## src/rtl/snoop_bus_arbiter.sv

```systemverilog
// Round-robin snooping-bus arbiter: grant, one-cycle broadcast, flush or memory fill, data-valid.
// Optional statistics counters are enabled by defining SNOOP_BUS_STATS_EN.
module snoop_bus_arbiter #(
  parameter int unsigned NUM_CPUS    = 2,
  parameter int unsigned ADDR_WIDTH  = 2,
  parameter int unsigned MEM_LATENCY = 4
) (
  input  logic                           clk_i,
  input  logic                           rst_i,
  input  logic [NUM_CPUS-1:0]            bus_req_i,
  output logic [NUM_CPUS-1:0]            bus_gnt_o,
  input  logic [3*NUM_CPUS-1:0]          cpu_msg_i,
  input  logic [ADDR_WIDTH*NUM_CPUS-1:0] cpu_addr_i,
  input  logic [NUM_CPUS-1:0]            flush_i,
  output logic [2:0]                     bus_msg_o,
  output logic [ADDR_WIDTH-1:0]          bus_addr_o,
  output logic [NUM_CPUS-1:0]            bus_owner_o,
  output logic [NUM_CPUS-1:0]            data_valid_o,
  output logic                           busy_o,
  output logic [15:0]                    txn_count_o,
  output logic [15:0]                    flush_count_o
);

  localparam int unsigned IDX_W = $clog2(NUM_CPUS);
  localparam int unsigned LAT   = (MEM_LATENCY == 0) ? 1 : MEM_LATENCY;
  localparam int unsigned CNT_W = $clog2(LAT + 1);
  localparam logic [2:0]  MSG_UPGR = 3'd3;

  typedef enum logic [2:0] {IDLE, GRANT, BCAST, MEM_WAIT, DONE} state_e;

  state_e                 state_q, state_d;
  logic [IDX_W-1:0]       owner_q, owner_d, last_q, last_d;
  logic [IDX_W-1:0]       cand, win;
  logic                   req_found;
  logic [2:0]             msg_q, msg_d, sel_msg;
  logic [ADDR_WIDTH-1:0]  addr_q, addr_d, sel_addr;
  logic [CNT_W-1:0]       cnt_q, cnt_d;
  logic [NUM_CPUS-1:0]    owner_oh, peer_flush;

  // Round-robin search starting one past the previous owner, wrapping around.
  always_comb begin
    cand      = last_q;
    win       = last_q;
    req_found = 1'b0;
    for (int unsigned k = 0; k < NUM_CPUS; k++) begin
      cand = (cand == IDX_W'(NUM_CPUS - 1)) ? '0 : cand + IDX_W'(1);
      if (!req_found && bus_req_i[cand]) begin
        req_found = 1'b1;
        win       = cand;
      end
    end
  end

  always_comb begin
    owner_oh = '0;
    sel_msg  = '0;
    sel_addr = '0;
    for (int unsigned i = 0; i < NUM_CPUS; i++) begin
      if (owner_q == IDX_W'(i)) begin
        owner_oh[i] = 1'b1;
        sel_msg     = cpu_msg_i[3*i +: 3];
        sel_addr    = cpu_addr_i[ADDR_WIDTH*i +: ADDR_WIDTH];
      end
    end
    peer_flush = flush_i & ~owner_oh;
  end

  always_ff @(posedge clk_i or posedge rst_i) begin
    if (rst_i) begin
      state_q <= IDLE;
      owner_q <= '0;
      last_q  <= IDX_W'(NUM_CPUS - 1);
      msg_q   <= '0;
      addr_q  <= '0;
      cnt_q   <= '0;
    end else begin
      state_q <= state_d;
      owner_q <= owner_d;
      last_q  <= last_d;
      msg_q   <= msg_d;
      addr_q  <= addr_d;
      cnt_q   <= cnt_d;
    end
  end

  always_comb begin
    state_d = state_q;
    owner_d = owner_q;
    last_d  = last_q;
    msg_d   = msg_q;
    addr_d  = addr_q;
    cnt_d   = cnt_q;
    unique case (state_q)
      IDLE: begin
        if (req_found) begin
          owner_d = win;
          state_d = GRANT;
        end
      end
      GRANT: begin
        msg_d  = sel_msg;
        addr_d = sel_addr;
        // Idle or undefined messages end the tenure without a broadcast.
        if (sel_msg == 3'd0 || sel_msg > MSG_UPGR) begin
          last_d  = owner_q;
          state_d = IDLE;
        end else begin
          state_d = BCAST;
        end
      end
      BCAST: begin
        if (msg_q == MSG_UPGR || |peer_flush) begin
          state_d = DONE;
        end else begin
          cnt_d   = CNT_W'(LAT);
          state_d = MEM_WAIT;
        end
      end
      MEM_WAIT: begin
        if (cnt_q == CNT_W'(1)) state_d = DONE;
        else                    cnt_d   = cnt_q - CNT_W'(1);
      end
      DONE: begin
        last_d  = owner_q;
        state_d = IDLE;
      end
      default: state_d = IDLE;
    endcase
  end

  always_comb begin
    bus_gnt_o    = '0;
    bus_owner_o  = '0;
    data_valid_o = '0;
    bus_msg_o    = '0;
    bus_addr_o   = '0;
    busy_o       = (state_q != IDLE);
    unique case (state_q)
      GRANT: begin
        bus_gnt_o   = owner_oh;
        bus_owner_o = owner_oh;
      end
      BCAST: begin
        bus_owner_o = owner_oh;
        bus_msg_o   = msg_q;
        bus_addr_o  = addr_q;
      end
      MEM_WAIT: bus_owner_o = owner_oh;
      DONE: begin
        bus_owner_o  = owner_oh;
        data_valid_o = owner_oh;
      end
      default: ;
    endcase
  end

`ifdef SNOOP_BUS_STATS_EN
  logic [15:0] txn_q, txn_d, flc_q, flc_d;

  always_comb begin
    txn_d = txn_q;
    flc_d = flc_q;
    if (state_q == BCAST) begin
      if (txn_q != '1) txn_d = txn_q + 16'd1;
      if (msg_q != MSG_UPGR && |peer_flush && flc_q != '1) flc_d = flc_q + 16'd1;
    end
  end

  always_ff @(posedge clk_i or posedge rst_i) begin
    if (rst_i) begin
      txn_q <= '0;
      flc_q <= '0;
    end else begin
      txn_q <= txn_d;
      flc_q <= flc_d;
    end
  end

  assign txn_count_o   = txn_q;
  assign flush_count_o = flc_q;
`else
  assign txn_count_o   = '0;
  assign flush_count_o = '0;
`endif

endmodule

```

## config.mk

```make
export PLATFORM = sky130hd
export DESIGN_NAME = snoop_bus_arbiter
export DESIGN_NICKNAME = d
export VERILOG_FILES = /design/src/rtl/snoop_bus_arbiter.sv
export SDC_FILE = /design/constraint.sdc
export NUM_CORES = 1
export LEC_CHECK = 0
export ABC_CLOCK_PERIOD_IN_PS = 1800
export CAP_MARGIN = 10
export CORE_MARGIN = 5
export CORE_UTILIZATION = 38
export DETAILED_ROUTE_END_ITERATION = 10
export PLACE_DENSITY_LB_ADDON = 0.05
export SETUP_SLACK_MARGIN = 0.3
export SYNTH_ARGS = -nofsm -noshare
export SYNTH_HDL_FRONTEND = slang
export SYNTH_SLANG_ARGS = --single-unit
```

## constraint.sdc

```tcl
create_clock -name clk_i -period 1.8 [get_ports clk_i]
set_clock_uncertainty 0.05 [all_clocks]
set_input_delay 0.54 -clock clk_i [delete_from_list [all_inputs] [get_ports clk_i]]
set_output_delay 0.54 -clock clk_i [all_outputs]
set_load 0.02 [all_outputs]
```

-- After elaboration in Yosys (flattened, before gate mapping)
Index checks and enable logic that the tools add are counted.
- register bits: 13
- add/sub/neg operators: 3
- $lt $le $gt $ge: 3
- equal/unequal tests: 11
- multiplexer cells: 29
- bitwise gates (word level): 2
- reduce and logical (&&, ||, !) cells: 15
- operators with widths (kind ; number):
    $mux 3 ; 7
    $mux 1 ; 13
    $mux 2 ; 6
    $pmux 3 s4 ; 1
    $ne 2x2->1 const B ; 5
    $eq 3x2->1 const B ; 3
    $eq 3x1->1 const B ; 2
    $logic_not 3->1 ; 2
    $pmux 3 s2 ; 1
    $reduce_and 2->1 ; 3
    $lt 1x2->1 const B ; 2
    $reduce_bool 2->1 ; 2
    $reduce_or 4->1 ; 1
    $eq 3x3->1 const B ; 1
    $gt 3x2->1 const B ; 1
    $reduce_and 3->1 ; 1
    $reduce_bool 3->1 ; 1
    $sub 3x1->3 const B ; 1
    $add 1x1->1 const B ; 2
    $and 2x2->2 ; 1
    $logic_or 1x1->1 ; 2
    $not 2->2 ; 1
    $pmux 1 s2 ; 1
    $reduce_or 2->1 ; 1
    other kinds (2) ; 2

-- Longest topological paths before layout
Gate-level depths: netlist of run 1.
- depth after elaboration: 10
- mapped depth: 6
- depth with buffers taken out: 6

-- Worst setup path before layout of run 1
No wires, ideal clock.
- path kind: register to output
- start: register state_q[0]
- end: output bus_owner_o[1]
- data arrival time: 1.210 ns
- data required time: 1.210 ns
- setup slack: 0.000 ns
- cell stages (with the launch flop): 5
- buffers on the path: 1
- path through: dfrtp_1 buf_4 nor3_1 inv_1 and3_1
- longest elaborated chain between the ends: 3
- elaborated cells on any way between the ends: 6
- those cells by class: eq/ne: 4; mux: 1; reduce/logical: 1
- RTL lines (item ; line ; source):
    from (decl) ; 31 ; state_e state_q, state_d;
    from (signal assigned) ; 77 ; state_q <= state_d;
    $eq 3x2->1 (tied with other cells) ; 138 ; unique case (state_q)
    $reduce_or 4->1 (no line) (*) ; - ;
    $mux 2 (*) ; 138 ;
    to (decl) ; 17 ; output logic [NUM_CPUS-1:0] bus_owner_o,
Every way passes the cells marked *; elsewhere a longest branch is shown, timed or not.

-- Worst setup path after layout of run 1
- start: register state_q[2]
- end: output bus_owner_o[1]
The elaborated chain is that of the path after synthesis.

==> results of run 1 <==
## area by class of cell
| cell class | count | area (um2) |
|---|---|---|
| Inverter | 4 | 15.0 |
| Sequential cell | 13 | 330 |
| Clock inverter | 1 | 5.00 |
| Multi-Input combinational cell | 100 | 669 |
| Clock buffer | 3 | 22.5 |
| Timing Repair Buffer | 58 | 539 |
| Tap cell | 31 | 38.8 |
| Fill cell | 249 | 1070 |
## routing by layer
metal	track usage, %	part of all wire, %	up-vias
met5	0	0	-
met2	21.8	50	38
li1	-	-	461
met3	1.98	5.9	4
met4	4.77	1.1	0
met1	15.5	43	428
## path summary, 6_finish.rpt
check                      cells past startpoint                   start  slack, ns              endpoint
setup / recovery                               5  state_q[2]$_DFFE_PP0P_      -0.18        bus_owner_o[1]
hold / removal                                 1    msg_q[2]$_DFFE_PP0N_       0.46  msg_q[2]$_DFFE_PP0N_
setup reg to reg                               7  state_q[2]$_DFFE_PP0P_       0.20    last_q$_DFFE_PP1P_
hold reg to reg                                1    msg_q[2]$_DFFE_PP0N_       0.46  msg_q[2]$_DFFE_PP0N_
max in group asynchronous                      3                   rst_i       0.96    last_q$_DFFE_PP1P_
min in group asynchronous                      3                   rst_i       0.50  cnt_q[1]$_DFFE_PP0P_
## cells by family after synthesis
logic type                 share of synthesized area, %
and+or+nand+nor                                    21.6
adders and majority gates                          2.39
buffers and inverters                              27.0
other                                             0.358
AOI/OAI and AO/OA                                  11.7
DFF                                                31.2
muxes                                              5.73
## state kept, by name, summed over array words and instances (netlist names)
register and count:
state_q 3, msg_q 3, addr_q 2, last_q 1, owner_q 1, cnt_q 3
## repair_timing
action | in CTS | in global routing
resized for setup | 72 | 21
buffers inserted | 8 | 5
pin swaps | 6 | 6
endpoints found under the hold margin | 0 | 0
endpoints found under the setup margin | 16 | 20
## placed cells by master (no fill, tap or decap), types with 3 or more instances in the layout
cell type        netlist  layout
nand3_1                4       3
clkdlybuf4s50_1        0      15
mux2i_1                6       5
and3_2                 0       6
buf_4                 33      26
clkbuf_4               0       3
buf_6                  0      11
conb_1                 1      32
inv_1                  4       3
o21ai_1                1       3
nor2_2                 0       4
buf_2                  3       3
dfrtp_2                0       3
nor2_1                11       5
dfrtp_1               12       9
nand2b_1               3       3
nand2_1                7       5
## power groups by stage
stage | registers [mW] | clock network (mW) | logic, mW
finish | 0.566 | 0.190 | 2.03
floorplan | 0.530 | 0 | 1.02
global route | 0.597 | 0.214 | 2.19
CTS | 0.559 | 0.200 | 1.76
detailed placement | 0.560 | 0 | 1.55
global placement | 0.557 | 0 | 1.52
## through the flow
stage,setup TNS (ns),hold WS [ns]
after floorplan,0,0.366
after global placement,-3.36,0.438
after detailed placement,-3.29,0.443
after CTS,-1.59,0.463
after global routing,-2.58,0.514
final,-1.56,0.461
==> flow_summary.toml, run 1 <==
[run_status]
outcome = "complete, but fails checks"
violations = "negative setup slack"

[detailed_routing]
wirelength_um = 2530
vias_per_cell = 4.43
initialDrtViolationCount = 5
drtPass1Iterations = 5
antenna_left = 0
num_vias = 931
drt-wirelength-per-cell_um = 12.0
route.detailed.drc = 0

[setup_path]
path_cells = "buf_12 > nor3_4 > inv_2 > and3_4 > buf_6"
path_class = "reg2out"
path_delay_family = "flip-flops"
cp.arrival_ns = 1.39
worst-path-buf-inv = 3
end_kind = "output pin"
slowest_stage = "dfrtp_2"
cp-start-kind = "flop"
cpPeakStageDelay_ns = 0.44
cp.required_ns = 1.21
crit_fanout = 5

[clocking]
h-tree-depth = 1
clock-sinks = 13
path_clk_slew_ns = 0.09
clockBufferDepth = 2
cts_root_buffer = "clkbuf_4"
cts_hold_buf = 0
clk-insertion-delay-late_ns = 0.28
cts_buffers = 3
cts_tree = "yes"

[power_and_ir_drop]
intPower_mw = 1.64
power_switching_mw = 1.14
power.share.sequential_pct = 20.3
clockPowerShare_pct = 6.8
power_mw = 2.78
ir_worst_vdd_v = 0.00121
power.density_nw_per_um2 = 1720
power_frac_comb_pct = 72.8
leakage_nw = 0.808
p_sw_share_pct = 40.9

[final_layout]
antenna_cells = 0
fin_util_pct = 60.3
drive_gt1_share_pct = 43.6
final-instance-count-excl-fill = 210
design_area_um2 = 1620
nNetsFinal = 198
area_growth_pct = 54.7

[placement]
place.gp.congestion = 0.713
port-buffer-count = 27
place_ws_ns = -0.342
dp.cells = 193
dpl.hpwl_um = 1900
place_area_um2 = 1390

[logic_synthesis]
ys_seq_elements = 13
synthCells = 123
synth.cell_area_um2 = 1050
ys.flop_type = "dfrtp_1"
postSynthAreaPerCell_um2 = 8.51
synth_top_area_share_pct = 28.7
synth_edf_count = 0
synth_top_area_cell = "dfrtp_1"
yosysMostFrequentCell = "buf_4"
ys_types = 32
synth.top_cells.by_area = "dfrtp_1, buf_4, mux2i_1, and3_1, nor2_1"
yosys_warnings = 0
async_flop_share_pct = 100
yosys-top-cells-count = "buf_4, dfrtp_1, nor2_1"
yosysSeqAreaShare_pct = 31.2

[floorplan]
fp.coreArea_um2 = 2690
fp.dieH_um = 62.5
die-area_um2 = 3910
io-pin-count = 60
start_util_pct = 39.0
fp.dieW_um = 62.5
rows = 19

[timing]
rsz0062_at_grt = "yes"
timing.final.ws_setup_ns = -0.182
max_freq_mhz = 504
hold_viol_final = 0
drv_slew = 0
min_period_ns = 1.98
setup-violations-final = 12
fin_crit_sh_pct = 110

[worst_hold_path]
hp-class = "reg2reg"

[grt]
grt_max_degree = 14
grt_first_pass_wirelength_um = 4060
gr-total-overflow = 0
antenna_found_initial = 0
grt_pass1_vias = 934
grt_usage_pct = 12.6

[flow_run]
maxCapViolCount = 0
Note: power is estimated with default switching activity, not from simulation.
==> inputs of run 2 (changes only) <==
--- a/config.mk
+++ b/config.mk
@@ -10,7 +10,7 @@
 export CORE_MARGIN = 5
 export CORE_UTILIZATION = 38
 export DETAILED_ROUTE_END_ITERATION = 10
-export PLACE_DENSITY_LB_ADDON = 0.05
+export PLACE_DENSITY = 0.8
 export SETUP_SLACK_MARGIN = 0.3
 export SYNTH_ARGS = -nofsm -noshare
 export SYNTH_HDL_FRONTEND = slang
==> flow_summary.toml, run 2 (synthesis results as in run 1) <==
[detailed_routing]
drt-wirelength-per-cell_um = 13.7
initialDrtViolationCount = 17
vias_per_cell = 4.73
antenna_left = 0
route.detailed.drc = 0
wirelength_um = 2880
num_vias = 994
met2_length_um = 1550
drtPass1Iterations = 5
wl_met1_um = 1070
top_layer_used = "met4"
wl_met3_um = 181

[timing]
fin_crit_sh_pct = 109
hold_viol_final = 0
min_period_ns = 1.96
drv_slew = 0
fin_setup_tns_ns = -1.37
timing.final.ws_setup_ns = -0.157
rsz0062_at_grt = "yes"
worst_pin_slew_ns = 0.523
relSlewSlack_pct = 65.1
max_freq_mhz = 511
setup-violations-final = 12

[floorplan]
io-pin-count = 60
fp.dieW_um = 62.5
fp.dieH_um = 62.5
start_util_pct = 39.0
fp.coreArea_um2 = 2690
rows = 19
die-area_um2 = 3910

[final_layout]
area_growth_pct = 57.6
largestRegisters = "cnt_q x3, msg_q x3, state_q x3"
final_common_cell = "conb_1"
drive_gt1_share_pct = 44.7
multi_input_area_um2 = 689
area.sequential_um2 = 332
n_fill_cell = 218
layout_common_cells = "conb_1, buf_4, buf_6"
nNetsFinal = 198
antenna_cells = 0
design_area_um2 = 1650

[placement]
port-buffer-count = 27
dpl.hpwl_um = 2120
place_area_um2 = 1400
place.gp.congestion = 0.799

[flow_run]
maxCapViolCount = 0

[setup_path]
path_class = "reg2out"
end_kind = "output pin"
cp-start-kind = "flop"
cp.required_ns = 1.21
r2r_slack_ns = 0.19
cp.arrival_ns = 1.37
crit_fanout = 6

[power_and_ir_drop]
leakage_nw = 0.804
ir_worst_vdd_v = 0.00110
power.density_nw_per_um2 = 1750

[run_status]
outcome = "complete, but fails checks"
violations = "negative setup slack"

[grt]
grt_first_pass_wirelength_um = 4150
grt_pass1_vias = 984
grt_usage_pct = 13.1
antenna_found_initial = 0
grt_max_degree = 14
gr-total-overflow = 0

[clocking]
h-tree-depth = 1
cts_tree = "yes"
path_clk_slew_ns = 0.09
clock-sinks = 13
cts_hold_buf = 0
clockBufferDepth = 2
cts_buffers = 3
clk-insertion-delay-late_ns = 0.29
cts_root_buffer = "clkbuf_4"

[worst_hold_path]
hp-class = "reg2reg"
[run 2: area by class of cell]
cell class / instances / area share (%)
multi-input combinational: 100 / 41.8
timing repair buffer: 58 / 33.3
sequential: 13 / 20.1
tap: 31 / 2.35
clock buffer: 4 / 1.59
inverter: 4 / 0.910
[run 2: critical path, cell delays in order, from the launching register on]
cell and delay (ns):
dfrtp_2 0.48, nor2_2 0.16, buf_4 0.14, and3_2 0.18, buf_6 0.11
[run 2: worst paths after layout]
path	end	cells past startpoint	startpoint
worst min register to register	cnt_q[0]$_DFFE_PP0P_	1	cnt_q[0]$_DFFE_PP0P_
worst max register to register	last_q$_DFFE_PP1P_	7	state_q[1]$_DFFE_PP0P_
min in group asynchronous	cnt_q[0]$_DFFE_PP0P_	2	rst_i
worst max-delay path	bus_msg_o[1]	4	state_q[0]$_DFFE_PP0P_
worst min-delay path	cnt_q[0]$_DFFE_PP0P_	1	cnt_q[0]$_DFFE_PP0P_
max in group asynchronous	state_q[2]$_DFFE_PP0P_	2	rst_i
[run 2: stage by stage]
stage	util, %	instances	setup slack [ns]	hold WS (ns)	power [mW]
after global placement	52.0	195	-0.281	0.435	2.08
final	61.4	210	-0.157	0.462	2.88
after floorplan	-	154	0.218	0.366	1.54
after detailed placement	52.0	195	-0.316	0.461	2.15
after global routing	61.4	210	-0.222	0.490	3.06
after CTS	56.7	206	-0.128	0.469	2.57
[run 2: report_power, final]
part	internal (mW)	switching [mW]
logic	1.15	0.911
clock network	0.0862	0.110
registers	0.447	0.180
[run 2: routing by layer]
layer	up-vias	track usage (%)
li1	462	-
met1	479	14.4
met2	47	23.8
met3	6	1.62
met4	0	7.69
met5	-	0
[run 2: what timing repair did]
| item | in CTS | in global routing |
|---|---|---|
| pin swaps | 10 | 8 |
| endpoints found under the setup margin | 16 | 18 |
| buffers inserted | 7 | 4 |
| gates resized for setup | 84 | 25 |
==> inputs of run 3 (changes only) <==
--- a/config.mk
+++ b/config.mk
@@ -9,6 +9,7 @@
 export CAP_MARGIN = 10
 export CORE_MARGIN = 5
 export CORE_UTILIZATION = 38
+export CTS_CLUSTER_SIZE = 30
 export DETAILED_ROUTE_END_ITERATION = 10
 export PLACE_DENSITY = 0.8
 export SETUP_SLACK_MARGIN = 0.3
==> results of run 3 <==
Final layout, timing and power as in run 2 (identical DEF).
